===== config.mk =====
export PLATFORM = sky130hd
export DESIGN_NAME = dmem_arbiter
export DESIGN_NICKNAME = d
export VERILOG_FILES = /design/src/rtl/dmem_arb_pkg.sv /design/src/rtl/dmem_arbiter_starve_counter.sv /design/src/rtl/dmem_arbiter.sv
export SDC_FILE = /design/constraint.sdc
export NUM_CORES = 1
export LEC_CHECK = 0
export CORE_ASPECT_RATIO = 1.75
export CORE_MARGIN = 1.5
export CORE_UTILIZATION = 34
export DETAILED_ROUTE_END_ITERATION = 10
export PLACE_DENSITY = 0.84
export SYNTH_ARGS = -nofsm -noshare
export SYNTH_HDL_FRONTEND = slang
export SYNTH_SLANG_ARGS = --single-unit

===== constraint.sdc =====
create_clock -name clk -period 2.15 [get_ports clk]
set_input_delay 0.43 -clock clk [delete_from_list [all_inputs] [get_ports clk]]
set_output_delay 0.43 -clock clk [all_outputs]
set_load 0.005 [all_outputs]

===== src/rtl/dmem_arb_pkg.sv =====
// Shared types and default widths for the data-memory arbiter.
package dmem_arb_pkg;
  localparam int DATA_W_DEF = 32;
  localparam int ADDR_W_DEF = 9;

  typedef enum logic [1:0] {OWN_NONE, OWN_CORE, OWN_EXT} owner_e;
  typedef enum logic [1:0] {ST_IDLE, ST_CORE_RD_PEND, ST_EXT_RD_PEND} state_e;
endpackage


===== src/rtl/dmem_arbiter_starve_counter.sv =====
// Saturating denial counter; flags when the external side has waited long enough.
module starve_counter #(
  parameter int LIMIT = 4,
  parameter int CW    = 4
) (
  input  logic          clk,
  input  logic          reset,
  input  logic          clr,
  input  logic          inc,
  output logic          limit_hit,
  output logic [CW-1:0] cnt
);
  localparam logic [CW-1:0] CNT_MAX = '1;

  always_ff @(posedge clk) begin
    if (reset || clr)                cnt <= '0;
    else if (inc && cnt != CNT_MAX)  cnt <= cnt + 1'b1;
  end

  assign limit_hit = (cnt >= CW'(LIMIT));
endmodule


===== src/rtl/dmem_arbiter.sv =====
// Core/external arbiter for the single-port data memory; core has priority
// except when the starvation counter forces an external slot.
module dmem_arbiter
  import dmem_arb_pkg::*;
#(
  parameter int DATA_W       = DATA_W_DEF,
  parameter int ADDR_W       = ADDR_W_DEF,
  parameter int STARVE_LIMIT = 4
) (
  input  logic              clk,
  input  logic              reset,
  input  logic              core_rd,
  input  logic              core_wr,
  input  logic [ADDR_W-1:0] core_addr,
  input  logic [DATA_W-1:0] core_wr_data,
  output logic [DATA_W-1:0] core_rd_data,
  output logic              core_rd_valid,
  output logic              core_stall,
  input  logic              ext_req,
  input  logic              ext_we,
  input  logic [ADDR_W-1:0] ext_addr,
  input  logic [DATA_W-1:0] ext_wr_data,
  output logic              ext_gnt,
  output logic [DATA_W-1:0] ext_rd_data,
  output logic              ext_rd_valid,
  output logic              mem_wr,
  output logic              mem_rd,
  output logic [ADDR_W-1:0] mem_addr,
  output logic [DATA_W-1:0] mem_wr_data,
  input  logic [DATA_W-1:0] mem_rd_data
);
  state_e            state, state_nxt;
  owner_e            rd_owner;
  logic              core_req, ext_act, core_gnt, force_ext;
  logic [3:0]        starve_cnt;
  logic [DATA_W-1:0] core_hold, ext_hold;

  // Reset masks requests so every output sits at its reset value meanwhile.
  assign core_req  = (core_rd | core_wr) & ~reset;
  assign ext_act   = ext_req & ~reset;
  assign ext_gnt   = ext_act & (~core_req | force_ext);
  assign core_gnt  = core_req & ~ext_gnt;
  assign core_stall = core_req & ext_gnt;

  starve_counter #(.LIMIT(STARVE_LIMIT), .CW(4)) u_starve (
    .clk       (clk),
    .reset     (reset),
    .clr       (ext_gnt | ~ext_act),
    .inc       (ext_act & ~ext_gnt),
    .limit_hit (force_ext),
    .cnt       (starve_cnt)
  );

  always_comb begin
    mem_wr      = 1'b0;
    mem_rd      = 1'b0;
    mem_addr    = '0;
    mem_wr_data = '0;
    rd_owner    = OWN_NONE;
    if (ext_gnt) begin
      mem_wr   = ext_we;
      mem_rd   = ~ext_we;
      mem_addr = ext_addr;
      if (ext_we) mem_wr_data = ext_wr_data;
      else        rd_owner    = OWN_EXT;
    end else if (core_gnt) begin
      // rd+wr together is illegal upstream; it resolves to a write here.
      mem_wr   = core_wr;
      mem_rd   = ~core_wr;
      mem_addr = core_addr;
      if (core_wr) mem_wr_data = core_wr_data;
      else         rd_owner    = OWN_CORE;
    end
  end

  always_comb begin
    state_nxt = ST_IDLE;
    case (rd_owner)
      OWN_CORE: state_nxt = ST_CORE_RD_PEND;
      OWN_EXT:  state_nxt = ST_EXT_RD_PEND;
      default:  state_nxt = ST_IDLE;
    endcase
  end

  always_ff @(posedge clk) begin
    if (reset) state <= ST_IDLE;
    else       state <= state_nxt;
  end

  assign core_rd_valid = (state == ST_CORE_RD_PEND) & ~reset;
  assign ext_rd_valid  = (state == ST_EXT_RD_PEND) & ~reset;

  // Each side keeps its last returned word until its next read completes.
  always_ff @(posedge clk) begin
    if (reset) begin
      core_hold <= '0;
      ext_hold  <= '0;
    end else begin
      if (core_rd_valid) core_hold <= mem_rd_data;
      if (ext_rd_valid)  ext_hold  <= mem_rd_data;
    end
  end

  assign core_rd_data = reset ? '0 : (core_rd_valid ? mem_rd_data : core_hold);
  assign ext_rd_data  = reset ? '0 : (ext_rd_valid  ? mem_rd_data : ext_hold);

  logic unused_ok;
  assign unused_ok = ^starve_cnt;
endmodule


==> summary.txt <==
Status
  – Status: finished with violations
  – Failing checks: negative setup slack

Final layout
  – Util after Layout: roughly 80%
  – Layout cells sized above 1: a little under two fifths
  – Antenna diodes: 0
  – NumNets Final: 778
  – Layout area overhead: 132%
  – Commonest non-fill, non-tap cell in the layout: nand2_1
  – Layout Cells excl Fill: around 780
  – Most frequent cells in the layout: nand2_1 (128), clkdlybuf4s50_1 (116), dfxtp_1 (66), buf_6 (54), a21oi_2 (41)
  – Fin area: 0.00693 mm²

Synth
  – Mapped cell area: roughly 0.0030 mm²
  – Synth Warn #: 0
  – Yosys cell types: 30
  – Yosys reg bits: 70
  – Mapped Cells: 367
  – Syn_nets: 488
  – Syn avg cell area: 8.12 µm²
  – Sequential fraction of the synthesis area: approximately 47%

Placement
  – Port Buffer Count: 230
  – DP Area: 0.00553 mm²
  – HPWL after DPL: just over 9000 µm
  – RePlAce Congestion: 0.824
  – DP Cell Count: 702

STA
  – Worst Clk Skew: roughly 0.0067 ns
  – Tmin final: 2.34 ns
  – Final Hold Fails: 0
  – RSZ-0062 raised after global routing: yes
  – Final period utilization: 109%
  – Slew Viols, Final: 0
  – Setup violators final: 44
  – Final worst slack: -0.193 ns
  – Peak Freq: 427 MHz

Critical path
  – Largest stage delay, worst path: between 0.3 and 0.4 ns
  – Crit end category: output port
  – Buf+Inv Stages, Crit Path: 6
  – CP most frequent cell: buf_6
  – CP cell instances: o21a_4 > buf_4 > buf_6 > nor3_4 > buf_6 > buf_6 > buf_6 > a22o_1 > buf_2
  – CP Max Fanout: 4
  – Critical path's top delay family: buffers and inverters
  – Worst Path Arrival: approximately 1.9 ns
  – Slowest cell on the critical path: dfxtp_4
  – Worst Setup Start Kind: flip-flop
  – Reg2Reg Depth: 8
  – R2R Setup Slk: 0.68 ns
  – Reg2reg start: u_starve.cnt[3]
  – RR Endpoint: state[1]
  – WS Path Type: reg -> out
  – Required time of the critical path: 1.72 ns

Route
  – Vias: 4037
  – Routed WL: 16600 µm
  – Vias/cell: roughly 5.2
  – DRT Pass-1 Iters: 4
  – Number of DRC markers after the initial detailed-route iteration: 191
  – Drt wl/cell: 21.3 µm
  – ANT nets after route: 0
  – DRC violations left: 0

CTS
  – Root Buffer: clkbuf_16
  – Clock Latency Late Sink: 0.33 ns
  – Clock Path Buffers: 2
  – # clock sinks: 70
  – CTS buffer count: 9
  – H-Tree Depth: 3
  – CTS tree: yes
  – Clock-pin slew on the worst setup and hold paths: 0.05 ns

Hold path
  – Hold path cells: 1
  – HP Start: u_starve.cnt[0]
  – Worst min path class: reg -> reg
  – Worst hold path endpoint: u_starve.cnt[0]

Global route
  – Vias in the first global route: around 4100
  – Gr usage total: 33.9%
  – Remaining Overflow, GRT: 0
  – Largest net degree at the start of global routing: 52
  – Antenna violations before repair: 0
  – First-pass GRT wire length: approximately 23000 µm

Floorplanning
  – I/O Pins: between 200 and 250
  – DIE WIDTH: ~74 µm
  – Die Height: 127 µm
  – FP Rows: 45
  – Die ar.: ~0.0094 mm²
  – Core Region: 0.00861 mm²
  – Starting density of the core: 34.6%

Power and ir drop
  – Worst VDD drop: 0.000595 V
  – Leak: 3.14 nW
  – Power Dens Cells: 528 mW/mm²
  – Pwr Total: 3.66 mW

Run
  – MaxCap Viol Count: 0
-- repair_timing --
| action | in CTS | in global routing |
|---|---|---|
| endpoints found under the setup margin | 110 | 74 |
| pin swaps | 14 | 30 |
| setup buffers | 39 | 20 |
| hold buffers | 0 | 0 |
| resized for setup | 352 | 115 |
| gates cloned | 10 | 3 |
-- worst max path at each step --
stage / start / to / slack, ns / depth (start not counted)
6_report: u_starve.cnt[3] / mem_addr[5] / -0.19 / 9
5_1_grt: u_starve.cnt[3] / mem_addr[5] / -0.22 / 9
4_1_cts: u_starve.cnt[2] / mem_wr_data[7] / -0.20 / 8
3_5_place_dp: core_rd / mem_wr_data[7] / -0.61 / 6
3_3_place_gp: core_wr / mem_wr_data[28] / -0.57 / 6
2_1_floorplan: reset / mem_wr_data[6] / 0.35 / 5
-- cells by family (layout without fill, tap and decap cells) --
group                    Yosys count  after routing  synth area share [%]
other                              1              1                 0.126
AND/OR/NAND/NOR                  150            150                  20.9
multiplexers                       1              1                 0.336
buffers and inverters             34            328                  5.50
flip-flops                        70             70                  47.0
adder cells (fa/ha/maj)            1              1                 0.420
AO/OA/AOI/OAI                    110            110                  25.7
-- stage by stage --
| step | hold WS [ns] | worst slack, ns | setup TNS [ns] |
|---|---|---|---|
| final | 0.433 | -0.193 | -4.68 |
| after global routing | 0.451 | -0.224 | -6.47 |
| after CTS | 0.436 | -0.198 | -6.07 |
| after detailed placement | 0.422 | -0.614 | -25.23 |
| after global placement | 0.408 | -0.575 | -23.82 |
| after floorplan | 0.399 | 0.346 | 0 |
-- worst reg2reg max path: stages, from the launching register on --
cell and delay, ns:
dfxtp_4 0.35, buf_4 0.14, nor2_4 0.17, buf_6 0.12
buf_6 0.10, a21oi_4 0.07, buf_6 0.14, buf_4 0.13
and2_1 0.15
-- layer usage --
layer	up-vias	routed length [µm]	track usage, %
li1	1832	-	-
met2	240	9050	61.9
met4	0	946	19.4
met5	-	0	0
met1	1899	5230	31.9
met3	66	1350	10.2
-- sequential cells by signal, summed over array words and instances, names as in the netlist --
register / flops
core_hold: 32
ext_hold: 32
u_starve.cnt: 4
state: 2
-- synth_stat cells, drive strengths merged --
| cell | number | area share [%] |
|---|---|---|
| a21oi | 66 | 11 |
| mux2i | 1 | 0.34 |
| nand2b | 3 | 0.88 |
| a211oi | 1 | 0.67 |
| and2 | 1 | 0.21 |
| nor2b | 2 | 0.42 |
| nor3b | 1 | 0.42 |
| nor3 | 2 | 0.50 |
| a211o | 1 | 0.34 |
| a22o | 41 | 13 |
| dfxtp | 70 | 47 |
| or3b | 1 | 0.29 |
| or2 | 2 | 0.50 |
| or4 | 1 | 0.25 |
| nor2 | 7 | 0.88 |
| nor4b | 1 | 0.29 |
| buf | 18 | 3.5 |
| o21a | 1 | 0.25 |
| nand2 | 128 | 16 |
| inv | 3 | 0.38 |
| nand3 | 1 | 0.17 |
| clkbuf | 13 | 1.6 |
| conb | 1 | 0.13 |
| ha | 1 | 0.42 |
-- power breakdown --
part	internal [mW]	total (mW)	switching, mW
Combinational	0.537	0.880	0.343
Sequential	1.33	1.34	0.0131
Clock	0.894	1.43	0.538
-- layout make-up --
| type | count | area (µm²) |
|---|---|---|
| clock buffer | 10 | 229 |
| clock inverter | 5 | 60.1 |
| fill | 539 | 1690 |
| inverter | 3 | 11.3 |
| multi-input combinational | 263 | 1880 |
| sequential | 70 | 1420 |
| tap | 117 | 146 |
| timing repair buffer | 310 | 3180 |
No activity file was read; power rests on OpenSTA's default activity.
